**src/rtl/term_pkg.sv**
```systemverilog
// Shared definitions for the PageRank termination path: FSM encoding,
// floating-point constants and the NaN helper also used by the term-check stage.
package term_pkg;

    typedef enum logic [7:0] {
        StIdle   = 8'b0000_0001,
        StCount  = 8'b0000_0010,
        StSample = 8'b0000_0100,
        StSub    = 8'b0000_1000,
        StCmp    = 8'b0001_0000,
        StEval   = 8'b0010_0000,
        StDone   = 8'b0100_0000,
        StError  = 8'b1000_0000
    } term_state_e;

    localparam logic [31:0] FP_QNAN        = 32'h7fc0_0000;
    localparam int unsigned ADD_CYCLES_DEF = 8;
    localparam int unsigned CMP_CYCLES_DEF = 2;

    // Exponent all ones with a nonzero mantissa, or the canonical quiet NaN.
    function automatic logic fp_is_nan(input logic [31:0] x);
        return ((x[30:23] == 8'hff) && (x[22:0] != 23'd0)) || (x == FP_QNAN);
    endfunction

endpackage

```
**src/rtl/float_add_sub.sv**
```systemverilog
// Single-precision adder with one registered output stage and clock enable.
// Round-to-nearest-even; denormal operands and results are flushed to zero.
module float_add_sub
    import term_pkg::*;
(
    input  logic        i_clk,
    input  logic        i_clk_en,
    input  logic [31:0] i_dataa,
    input  logic [31:0] i_datab,
    output logic [31:0] o_result
);

    logic [31:0]       r_result;
    logic [31:0]       w_big;
    logic [31:0]       w_small;
    logic [31:0]       w_result;
    logic [26:0]       w_ma;
    logic [26:0]       w_ms0;
    logic [26:0]       w_ms;
    logic [26:0]       w_mant;
    logic [27:0]       w_sum;
    logic [7:0]        w_shamt;
    logic [4:0]        w_lz;
    logic              w_found;
    logic [24:0]       w_round;
    logic signed [9:0] w_exp;

    // Align the smaller operand (with sticky), add/subtract, normalise, round.
    always_comb begin
        w_ms    = 27'd0;
        w_mant  = 27'd0;
        w_lz    = 5'd0;
        w_found = 1'b0;
        if (i_dataa[30:0] >= i_datab[30:0]) begin
            w_big   = i_dataa;
            w_small = i_datab;
        end else begin
            w_big   = i_datab;
            w_small = i_dataa;
        end
        // Significand occupies [26:3]; [2:0] are guard, round and sticky.
        w_ma    = (w_big[30:23] == 8'd0) ? 27'd0 : {1'b1, w_big[22:0], 3'b000};
        w_ms0   = (w_small[30:23] == 8'd0) ? 27'd0 : {1'b1, w_small[22:0], 3'b000};
        w_shamt = w_big[30:23] - w_small[30:23];
        if (w_shamt >= 8'd27) begin
            w_ms = {26'd0, |w_ms0};
        end else begin
            w_ms = (w_ms0 >> w_shamt) |
                   {26'd0, |(w_ms0 & ((27'd1 << w_shamt) - 27'd1))};
        end
        w_sum = (w_big[31] == w_small[31]) ? ({1'b0, w_ma} + {1'b0, w_ms})
                                           : ({1'b0, w_ma} - {1'b0, w_ms});
        w_exp = $signed({2'b00, w_big[30:23]});
        if (w_sum[27]) begin
            w_mant = {w_sum[27:2], w_sum[1] | w_sum[0]};
            w_exp  = w_exp + 10'sd1;
        end else begin
            for (int i = 26; i >= 0; i--) begin
                if (!w_found && w_sum[i]) begin
                    w_lz    = 5'(26 - i);
                    w_found = 1'b1;
                end
            end
            w_mant = w_sum[26:0] << w_lz;
            w_exp  = w_exp - $signed({5'b00000, w_lz});
        end
        w_round = {1'b0, w_mant[26:3]} +
                  {24'd0, w_mant[2] & (w_mant[3] | w_mant[1] | w_mant[0])};
        if (w_round[24]) begin
            w_exp = w_exp + 10'sd1;
        end
        // Inf/NaN always sort as the larger magnitude, so only w_big needs a look.
        if (w_big[30:23] == 8'hff) begin
            if ((w_big[22:0] != 23'd0) ||
                ((w_small[30:0] == w_big[30:0]) && (w_small[31] != w_big[31]))) begin
                w_result = FP_QNAN;
            end else begin
                w_result = w_big;
            end
        end else if (w_sum == 28'd0) begin
            w_result = 32'd0;
        end else if (w_exp >= 10'sd255) begin
            w_result = {w_big[31], 8'hff, 23'd0};
        end else if (w_exp <= 10'sd0) begin
            w_result = {w_big[31], 31'd0};
        end else begin
            w_result = {w_big[31], w_exp[7:0], w_round[24] ? w_round[23:1] : w_round[22:0]};
        end
    end

    // Output pipeline stage; holds while the enable is low.
    always_ff @(posedge i_clk) begin
        if (i_clk_en) begin
            r_result <= w_result;
        end
    end

    assign o_result = r_result;

endmodule

```
**src/rtl/float_cmp.sv**
```systemverilog
// Single-precision comparator, one registered stage: o_ageb = (dataa >= datab).
// Unordered (NaN) operands compare false.
module float_cmp
    import term_pkg::*;
(
    input  logic        i_clk,
    input  logic        i_clk_en,
    input  logic [31:0] i_dataa,
    input  logic [31:0] i_datab,
    output logic        o_ageb
);

    logic r_ageb;
    logic w_ageb;

    // Map sign-magnitude onto an unsigned ordering key; +0 and -0 share one key.
    function automatic logic [31:0] fp_key(input logic [31:0] x);
        if (x[30:0] == 31'd0) begin
            return 32'h8000_0000;
        end
        return x[31] ? ~x : {1'b1, x[30:0]};
    endfunction

    // Ordered compare of the two operands.
    always_comb begin
        w_ageb = !fp_is_nan(i_dataa) && !fp_is_nan(i_datab) &&
                 (fp_key(i_dataa) >= fp_key(i_datab));
    end

    // Result register; holds while the enable is low.
    always_ff @(posedge i_clk) begin
        if (i_clk_en) begin
            r_ageb <= w_ageb;
        end
    end

    assign o_ageb = r_ageb;

endmodule

```
**src/rtl/fp_absdiff_cmp.sv**
```systemverilog
// |cur - prev| <= threshold, built from the shared adder and comparator cores.
// One-hot timers give each core a fixed wait window; both cores have one cycle
// of latency, so ADD_CYCLES and CMP_CYCLES must each be at least 2.
module fp_absdiff_cmp
    import term_pkg::*;
#(
    parameter int unsigned ADD_CYCLES = ADD_CYCLES_DEF,
    parameter int unsigned CMP_CYCLES = CMP_CYCLES_DEF
) (
    input  logic        i_clk,
    input  logic        i_reset,
    input  logic        i_go,
    input  logic [31:0] i_cur,
    input  logic [31:0] i_prev,
    input  logic [31:0] i_threshold,
    output logic        o_add_done,
    output logic        o_done,
    output logic        o_le,
    output logic [31:0] o_absdiff
);

    logic [ADD_CYCLES-1:0] r_add_tmr;
    logic [CMP_CYCLES-1:0] r_cmp_tmr;
    logic [31:0]           r_absdiff;
    logic [31:0]           w_sum;
    logic                  w_unused_sign;

    assign o_add_done    = r_add_tmr[ADD_CYCLES-1];
    assign o_done        = r_cmp_tmr[CMP_CYCLES-1];
    assign o_absdiff     = r_absdiff;
    assign w_unused_sign = w_sum[31];

    // Subtraction is an add with prev's sign flipped.
    float_add_sub u_add (
        .i_clk    (i_clk),
        .i_clk_en (|r_add_tmr),
        .i_dataa  (i_cur),
        .i_datab  ({~i_prev[31], i_prev[30:0]}),
        .o_result (w_sum)
    );

    float_cmp u_cmp (
        .i_clk    (i_clk),
        .i_clk_en (|r_cmp_tmr),
        .i_dataa  (i_threshold),
        .i_datab  (r_absdiff),
        .o_ageb   (o_le)
    );

    // Walk the add window then the compare window; latch |sum| between them.
    always_ff @(posedge i_clk) begin
        if (i_reset) begin
            r_add_tmr <= '0;
            r_cmp_tmr <= '0;
            r_absdiff <= 32'd0;
        end else begin
            r_add_tmr <= i_go ? ADD_CYCLES'(1) : (r_add_tmr << 1);
            r_cmp_tmr <= o_add_done ? CMP_CYCLES'(1) : (r_cmp_tmr << 1);
            if (o_add_done) begin
                r_absdiff <= {1'b0, w_sum[30:0]};
            end
        end
    end

endmodule

```
**src/rtl/term_detect_pr.sv**
```systemverilog
// Convergence detector: samples accum_value every check_interval cycles and
// asserts terminate once |change| <= threshold for stable_target checks in a row.
module term_detect_pr
    import term_pkg::*;
#(
    parameter int unsigned ADD_CYCLES = ADD_CYCLES_DEF,
    parameter int unsigned CMP_CYCLES = CMP_CYCLES_DEF
) (
    input  logic        clk,
    input  logic        reset,
    input  logic        start,
    input  logic [31:0] accum_value,
    input  logic [31:0] check_interval,
    input  logic [31:0] threshold,
    input  logic [7:0]  stable_target,
    output logic        terminate,
    output logic        nan_error,
    output logic        busy,
    output logic [31:0] checks_done
);

    term_state_e r_state, w_state_nxt;
    logic [31:0] r_prev, w_prev_nxt;
    logic [31:0] r_cur, w_cur_nxt;
    logic [31:0] r_timer, w_timer_nxt;
    logic [7:0]  r_stable, w_stable_nxt;
    logic [31:0] r_checks, w_checks_nxt;
    logic        r_terminate, w_terminate_nxt;
    logic        r_nan_error, w_nan_error_nxt;
    logic        r_busy, w_busy_nxt;
    logic        w_go;
    logic        w_add_done;
    logic        w_done;
    logic        w_le;
    logic [31:0] w_absdiff;
    logic [31:0] w_interval;
    logic [7:0]  w_target;
    logic [7:0]  w_stable_inc;

    assign terminate   = r_terminate;
    assign nan_error   = r_nan_error;
    assign busy        = r_busy;
    assign checks_done = r_checks;

    assign w_interval   = (check_interval == 32'd0) ? 32'd1 : check_interval;
    assign w_target     = (stable_target == 8'd0) ? 8'd1 : stable_target;
    assign w_stable_inc = !w_le ? 8'd0 : ((r_stable == 8'hff) ? 8'hff : r_stable + 8'd1);

    fp_absdiff_cmp #(
        .ADD_CYCLES (ADD_CYCLES),
        .CMP_CYCLES (CMP_CYCLES)
    ) u_absdiff_cmp (
        .i_clk       (clk),
        .i_reset     (reset),
        .i_go        (w_go),
        .i_cur       (r_cur),
        .i_prev      (r_prev),
        .i_threshold (threshold),
        .o_add_done  (w_add_done),
        .o_done      (w_done),
        .o_le        (w_le),
        .o_absdiff   (w_absdiff)
    );

    // Next-state and registered-output logic.
    always_comb begin
        w_state_nxt     = r_state;
        w_prev_nxt      = r_prev;
        w_cur_nxt       = r_cur;
        w_timer_nxt     = r_timer;
        w_stable_nxt    = r_stable;
        w_checks_nxt    = r_checks;
        w_terminate_nxt = r_terminate;
        w_nan_error_nxt = r_nan_error;
        w_busy_nxt      = r_busy;
        w_go            = 1'b0;
        unique case (r_state)
            StIdle, StDone, StError: begin
                if (start) begin
                    w_prev_nxt      = accum_value;
                    w_stable_nxt    = 8'd0;
                    w_checks_nxt    = 32'd0;
                    w_terminate_nxt = 1'b0;
                    w_nan_error_nxt = 1'b0;
                    w_busy_nxt      = 1'b1;
                    w_timer_nxt     = w_interval;
                    w_state_nxt     = StCount;
                end
            end
            StCount: begin
                w_timer_nxt = r_timer - 32'd1;
                if (r_timer <= 32'd1) begin
                    w_state_nxt = StSample;
                end
            end
            StSample: begin
                w_cur_nxt = accum_value;
                if (fp_is_nan(accum_value)) begin
                    w_nan_error_nxt = 1'b1;
                    w_busy_nxt      = 1'b0;
                    w_state_nxt     = StError;
                end else begin
                    w_go        = 1'b1;
                    w_state_nxt = StSub;
                end
            end
            StSub: begin
                if (w_add_done) begin
                    w_state_nxt = StCmp;
                end
            end
            StCmp: begin
                if (w_done) begin
                    w_state_nxt = StEval;
                end
            end
            StEval: begin
                w_checks_nxt = (r_checks == 32'hffff_ffff) ? r_checks : r_checks + 32'd1;
                w_prev_nxt   = r_cur;
                w_stable_nxt = w_stable_inc;
                if (w_stable_inc >= w_target) begin
                    w_terminate_nxt = 1'b1;
                    w_busy_nxt      = 1'b0;
                    w_state_nxt     = StDone;
                end else begin
                    w_timer_nxt = w_interval;
                    w_state_nxt = StCount;
                end
            end
            default: begin
                w_state_nxt = StIdle;
                w_busy_nxt  = 1'b0;
            end
        endcase
    end

    // State register with synchronous reset.
    always_ff @(posedge clk) begin
        if (reset) begin
            r_state     <= StIdle;
            r_prev      <= 32'd0;
            r_cur       <= 32'd0;
            r_timer     <= 32'd0;
            r_stable    <= 8'd0;
            r_checks    <= 32'd0;
            r_terminate <= 1'b0;
            r_nan_error <= 1'b0;
            r_busy      <= 1'b0;
        end else begin
            r_state     <= w_state_nxt;
            r_prev      <= w_prev_nxt;
            r_cur       <= w_cur_nxt;
            r_timer     <= w_timer_nxt;
            r_stable    <= w_stable_nxt;
            r_checks    <= w_checks_nxt;
            r_terminate <= w_terminate_nxt;
            r_nan_error <= w_nan_error_nxt;
            r_busy      <= w_busy_nxt;
        end
    end

endmodule

```
**config.mk**
```make
export PLATFORM = sky130hd
export DESIGN_NAME = term_detect_pr
export DESIGN_NICKNAME = d
export VERILOG_FILES = /design/src/rtl/term_pkg.sv /design/src/rtl/float_add_sub.sv /design/src/rtl/float_cmp.sv /design/src/rtl/fp_absdiff_cmp.sv /design/src/rtl/term_detect_pr.sv
export SDC_FILE = /design/constraint.sdc
export NUM_CORES = 1
export LEC_CHECK = 0
export BUFFER_PORTS_ARGS = -buffer_cell sky130_fd_sc_hd__buf_2
export CAP_MARGIN = 20
export CORE_MARGIN = 2
export CORE_UTILIZATION = 40
export DETAILED_ROUTE_END_ITERATION = 10
export HOLD_SLACK_MARGIN = 0.1
export SETUP_SLACK_MARGIN = 0.15
export SYNTH_ARGS = -nofsm -noshare
export SYNTH_HDL_FRONTEND = slang
export SYNTH_SLANG_ARGS = --single-unit
```
**constraint.sdc**
```tcl
create_clock -name clk -period 14.6 [get_ports clk]
set_input_delay 2.19 -clock clk [delete_from_list [all_inputs] [get_ports clk]]
set_output_delay 2.19 -clock clk [all_outputs]
set_load 0.01 [all_outputs]
```
After elaboration in Yosys (flattened, before gate mapping)
Index checks and enable logic that the tools add are counted.
- memories kept: 0
- output and inout port bits: 35
- logic and storage cells: 302
- ROM bits: 0
- input port bits: 107
- bits in latches: 0
- flip-flop bits (word level): 220
- bits in writable memories: 0
- equal/unequal tests: 28
- divide/modulo/power cells: 0
- mux-type cells: 135
- $lt $le $gt $ge: 7
- add/sub/neg operators: 11
- shift operators: 3
- reductions and logical operators: 93
- $mul: 0
- bitwise operators: 9
- operators by type and width (kind ; number):
    32-bit 2-to-1 mux ; 13
    31-bit 2-to-1 mux ; 5
    5-bit 2-to-1 mux ; 26
    32-bit one-hot mux with 2 select lines ; 2
    27-bit 2-to-1 mux ; 4
    32-bit one-hot mux with 3 select lines ; 1
    23-bit nonzero test ; 4
    8-bit 2-to-1 mux ; 9
    1-bit 2-to-1 mux ; 65
    32-bit by 31-bit equality test with 1-bit output (second input constant) ; 2
    31-bit zero test ; 2
    27-bit OR reduction ; 2
    8-bit equality test (second input constant) ; 6
    8-bit one-hot mux with 6 select lines ; 1
    32-bit by 1-bit adder with 32-bit output (second input constant) ; 1
    32-bit equality test (second input constant) ; 1
    32-bit greater-or-equal comparator ; 1
    32-bit by 1-bit less-or-equal comparator with 1-bit output (second input constant) ; 1
    1-bit logical AND ; 32
    32-bit zero test ; 1
    32-bit inverter ; 1
    32-bit by 1-bit subtractor with 32-bit output (second input constant) ; 1
    31-bit equality test ; 1
    31-bit equality test (second input constant) ; 1
    other kinds (52) ; 103

Longest topological paths before layout
- depth after elaboration: 129
- mapped depth: 73
- gate-level depth less buffers: 62

Cells and area by module
Synthesis repeated with hierarchy kept, for this count alone.
- cells, all modules: 3220
- area, all modules: 23488.8 µm²
- by module, submodules not included (module ; sequential area each (µm²) ; area each (µm²) ; cells each ; times used):
    float_add_sub ; 960.9 ; 12789.8 ; 1884 ; 1
    term_detect_pr ; 2942.8 ; 7410.9 ; 949 ; 1
    float_cmp ; 30.0 ; 1844.3 ; 258 ; 1
    fp_absdiff_cmp ; 820.8 ; 1443.9 ; 129 ; 1

Worst setup path after synthesis
Ideal clock, no wire load.
- path type: register -> register
- start point: reg r_prev[10]
- end point: reg u_absdiff_cmp.u_add.r_result[1] (netlist: u_absdiff_cmp.u_add.o_result[1]), data pin
- slack: 1.252 ns
- clock period less this slack: 13.348 ns
- arrival: 13.197 ns
- library setup time: 0.151 ns
- data required time: 14.449 ns
- stages on the path, launching flop included: 69
- path buffers: 13
- cells stage by stage: dfxtp_1 -> inv_1 -> ha_1 -> a21oi_1 -> o21ai_0 -> a221o_1 -> o21a_1 -> buf_2 -> nor2_1 -> buf_2 -> buf_2 -> buf_2 -> buf_1 -> clkbuf_1 -> a21oi_1 -> ha_1 -> clkbuf_1 -> nor2_1 -> (+33 left out) -> ha_1 -> inv_1 -> fa_1 -> a21o_1 -> a21oi_1 -> inv_1 -> a21oi_1 -> nand3_1 -> nand2_1 -> xnor2_1 -> nand3_1 -> nor2_1 -> nand3_1 -> or4_1 -> a21o_1 -> a2111o_1 -> buf_6 -> nor3b_2
- word-level cells in the longest chain between the ends: 129
- elaborated cells on any way between the ends: 179
- those cells by class: add/sub: 8; order compare: 4; eq/ne: 4; shift: 3; mux: 94; bitwise: 6; reduce/logical: 60
- RTL lines (item ; RTL line ; source):
    from (decl) ; term_detect_pr.sv:23 ; logic [31:0] r_prev, w_prev_nxt;
    from (signal assigned) ; term_detect_pr.sv:151 ; r_prev <= w_prev_nxt;
    31-bit greater-or-equal comparator ; float_add_sub.sv:34 ; if (i_dataa[30:0] >= i_datab[30:0]) begin
    32-bit 2-to-1 mux ; float_add_sub.sv:34 ;
    8-bit subtractor ; float_add_sub.sv:44 ; w_shamt = w_big[30:23] - w_small[30:23];
    1-bit by 8-bit << shifter with 27-bit output ; float_add_sub.sv:49 ; {26'd0, |(w_ms0 & ((27'd1 << w_shamt) - 27'd1))};
    27-bit by 1-bit subtractor with 27-bit output ; float_add_sub.sv:49 ;
    27-bit bitwise AND ; float_add_sub.sv:49 ;
    27-bit OR reduction ; float_add_sub.sv:49 ;
    27-bit by 1-bit OR with 27-bit output ; float_add_sub.sv:48 ; w_ms = (w_ms0 >> w_shamt) |
    (+114 left out) ; - ;
    24-bit by 1-bit adder with 25-bit output ; float_add_sub.sv:67 ; w_round = {1'b0, w_mant[26:3]} +
    10-bit 2-to-1 mux ; float_add_sub.sv:69 ; if (w_round[24]) begin
    10-bit by 1-bit less-or-equal comparator with 1-bit output ; float_add_sub.sv:84 ; end else if (w_exp <= 10'sd0) begin
    31-bit 2-to-1 mux ; float_add_sub.sv:84 ;
    31-bit 2-to-1 mux ; float_add_sub.sv:82 ; end else if (w_exp >= 10'sd255) begin
    31-bit 2-to-1 mux ; float_add_sub.sv:80 ; end else if (w_sum == 28'd0) begin
    31-bit 2-to-1 mux (*) ; float_add_sub.sv:73 ; if (w_big[30:23] == 8'hff) begin
    named net u_absdiff_cmp.u_add.w_result[1] ; float_add_sub.sv:16 ; logic [31:0] w_result;
    to (signal assigned) ; float_add_sub.sv:94 ; r_result <= w_result;
    to (decl) ; float_add_sub.sv:13 ; logic [31:0] r_result;
The timed path passes the listed nets; every way through them passes the cells marked *. The select of a mux whose other input is x is not followed.
A chain may end at the register's enable or synchronous reset.

Worst setup path after layout
- start point: reg r_prev[29]
- end point: reg u_absdiff_cmp.u_add.r_result[19] (netlist: u_absdiff_cmp.u_add.o_result[19]), data pin
The elaborated chain is that of the path after synthesis.

==> run_results.csv <==
group,metric,value,unit
sta,tns,0,ns
yosys,synth_cell_types,111,
floorplanning,die_w,237,um
sta,finalSetupViolations,0,
grt,grt_remaining_overflow,0,
grt,grt_max_degree,88,
cts,path_clk_slew,0.06,ns
floorplanning,core_area,53800,um2
grt,grt_use_total,0.268,
critical_path,crit_type,"flop to flop",
hold_path,whs_path_depth,2,
yosys,syn_area,21700,um2
yosys,ys_top_cells_by_area,"dfxtp_1, ha_1, nor2_1",
grt,antenna_found_initial,5,
cts,cts_hold_buf,0,
yosys,synth_edf_count,32,
sta,relSlewSlack,0.236,
floorplanning,start_util,0.404,
yosys,synth_cells,2977,
yosys,postSynthAreaPerCell,7.30,um2
sta,hold_viol_final,0,
cts,clock_path_buffers,3,
cts,cts_sinks,220,
critical_path,cp-start-kind,"flop",
critical_path,cp_slowest_cell,"or4_4",
critical_path,path_max_fanout,23,
routing,vias,23100,
routing,ant_nets,0,
sta,fin_crit_sh,0.927,
floorplanning,placementRows,85,
cts,cts_made_buffers,25,
critical_path,r2r_cells,50,
cts,cts.htree.levels,1,
sta,timing_worst_slew_pin_value,1.15,ns
placement,dp_hpwl,60000,um
routing,drt_pass1_iterations,6,
job,cap_violations,0,
sta,fin_skew,0.0158,ns
yosys,synth_top_area_frac,0.173,
cts,cts_tree,"done",
yosys,yosys.area.top_type,"dfxtp_1",
yosys,synth_nets,3198,
placement,io_buffers,141,
yosys,ys_ff_latch,220,
routing,drc_errors,0,
routing,drt-initial-drc-count,2315,
routing,routed_wl,78000,um
finish,drive_gt1_frac,0.130,
sta,post-route-min-period,13.54,ns
critical_path,cp.required,14.96,ns
sta,rsz0062_at_grt,"false",
routing,vias_per_cell,6.14,
cts,clk_latency,0.53,ns
sta,whs,0.462,ns
grt,grt_pass1_vias,21900,
sta,maxSlewViolCount,0,
floorplanning,io_pins,142,
routing,wl_per_cell,20.7,um
grt,grt_pass1_wl,123000,um
finish,nets,3273,
yosys,synth_ff_type,"dfxtp_1",
yosys,yosysSeqAreaShare,0.217,
critical_path,critPathMaxStageDelay,0.60,ns
sta,max_freq,0.0739,GHz
critical_path,cp.arrival,13.90,ns
floorplanning,die-area,56200,um2
outcome,status,"completed",
hold_path,worstHoldPathType,"flop to flop",
finish,area_delta_synth_final,11.6,%
yosys,ys_async_sr_fraction,0,
yosys,ys_warn_count,0,
floorplanning,die_h,237,um
critical_path,end_kind,"flop",
cts,clockRootBuffer,"clkbuf_16",
placement,routabilityCongestion,0.998,
[flip-flops by register name, summed over array words and instances (netlist names), 2 cells and up]
signal and flops:
u_absdiff_cmp.u_add.o_result 31, r_timer 32, u_absdiff_cmp.r_add_tmr 8, r_state 8, u_absdiff_cmp.r_cmp_tmr 2, r_cur 32, r_stable 8, u_absdiff_cmp.o_absdiff 31
checks_done 32, r_prev 32
[metal layers]
| layer | global-route usage | part of all wire | vias to the layer above |
|---|---|---|---|
| li1 | - | - | 11000 |
| met1 | 0.362 | 0.45 | 11000 |
| met2 | 0.431 | 0.44 | 893 |
| met3 | 0.0356 | 0.067 | 175 |
| met4 | 0.110 | 0.043 | 6 |
| met5 | 0 | 0.00042 | - |
[worst max-delay path: cells and delay by family, from the launching register on]
| kind | cells | cell delay [ns] |
|---|---|---|
| AO/OA/AOI/OAI | 18 | 5.11 |
| AND/OR/NAND/NOR | 19 | 4.42 |
| buffers and inverters | 6 | 1.28 |
| adder cells (fa/ha/maj) | 4 | 1.24 |
| XOR/XNOR | 2 | 0.51 |
| flip-flops | 1 | 0.38 |
| multiplexers | 1 | 0.38 |
[layout make-up]
class	count	area [um2]
Fill cell	5434	29600
Multi-Input combinational cell	2463	15900
Sequential cell	220	4730
Timing Repair Buffer	224	1430
Tap cell	696	871
Clock buffer	37	722
Inverter	118	448
Clock inverter	9	109
Antenna cell	3	7.51
[layout by cell type, fill, tap and decap left out, types with 18 or more instances in the layout]
master	n
nor2_1	364
nand2_1	334
a21oi_1	247
dfxtp_1	187
o21ai_0	141
buf_2	141
mux2i_1	133
inv_1	114
ha_1	106
nand3_1	95
nor3_1	83
xnor2_1	83
buf_4	77
a211oi_1	71
nor4_1	69
xor2_1	57
a21o_1	42
nand4_1	39
and3_1	38
and2_1	36
nand2b_1	33
edfxtp_1	32
o22ai_1	28
a31oi_1	25
clkbuf_16	25
o211ai_1	24
nor2b_1	22
mux2_2	19
o31ai_1	18
[worst paths after layout]
kind | start | endpoint | slack (ns)
setup / recovery | r_prev[29]$_SDFFE_PP0P_ | u_absdiff_cmp.u_add.o_result[19]$_DFFE_PP_ | 1.06
hold / removal | nan_error$_SDFFE_PP0P_ | nan_error$_SDFFE_PP0P_ | 0.46
setup reg to reg | r_prev[29]$_SDFFE_PP0P_ | u_absdiff_cmp.u_add.o_result[19]$_DFFE_PP_ | 1.06
hold reg to reg | nan_error$_SDFFE_PP0P_ | nan_error$_SDFFE_PP0P_ | 0.46
[Yosys cell counts, drive strengths merged (54+ instances only)]
cell type  number
a211oi         73
a21oi         259
buf            54
clkbuf        122
dfxtp         188
ha            112
inv           118
mux2i         134
nand2         336
nand3          98
nor2          368
nor3           93
nor4           76
o21ai         154
xnor2          85
xor2           58
[what timing repair did]
| action | CTS | global route |
|---|---|---|
| endpoints found under the hold margin | 0 | 0 |
| endpoints found under the setup margin | 0 | 31 |
| buffers inserted | 0 | 5 |
| resized for setup | 0 | 21 |
[cell families (layout without fill, tap and decap cells)]
kind of cell,Yosys count,count (layout),share of synthesized area
other cells,0,3,0
xor+xnor,143,143,0.0576
fa+ha+maj,114,114,0.0663
compound gates,816,816,0.251
simple gates,1232,1232,0.275
flops,220,220,0.217
buf+inv,294,388,0.0560
mux,158,158,0.0759
[through the flow]
step,setup slack [ns],cells,utilization,cell area (um2)
6_report,1.06,3770,0.451,24300
5_1_grt,0.105,3767,0.451,24200
4_1_cts,0.498,3758,0.447,24000
3_5_place_dp,0.565,3712,0.431,23200
3_3_place_gp,0.944,3711,0.431,23200
2_1_floorplan,1.25,2977,-,21700
Power is left out: the tool's default activity adds up to more than one toggle a clock period on the data nets, which glitch-free logic cannot reach.
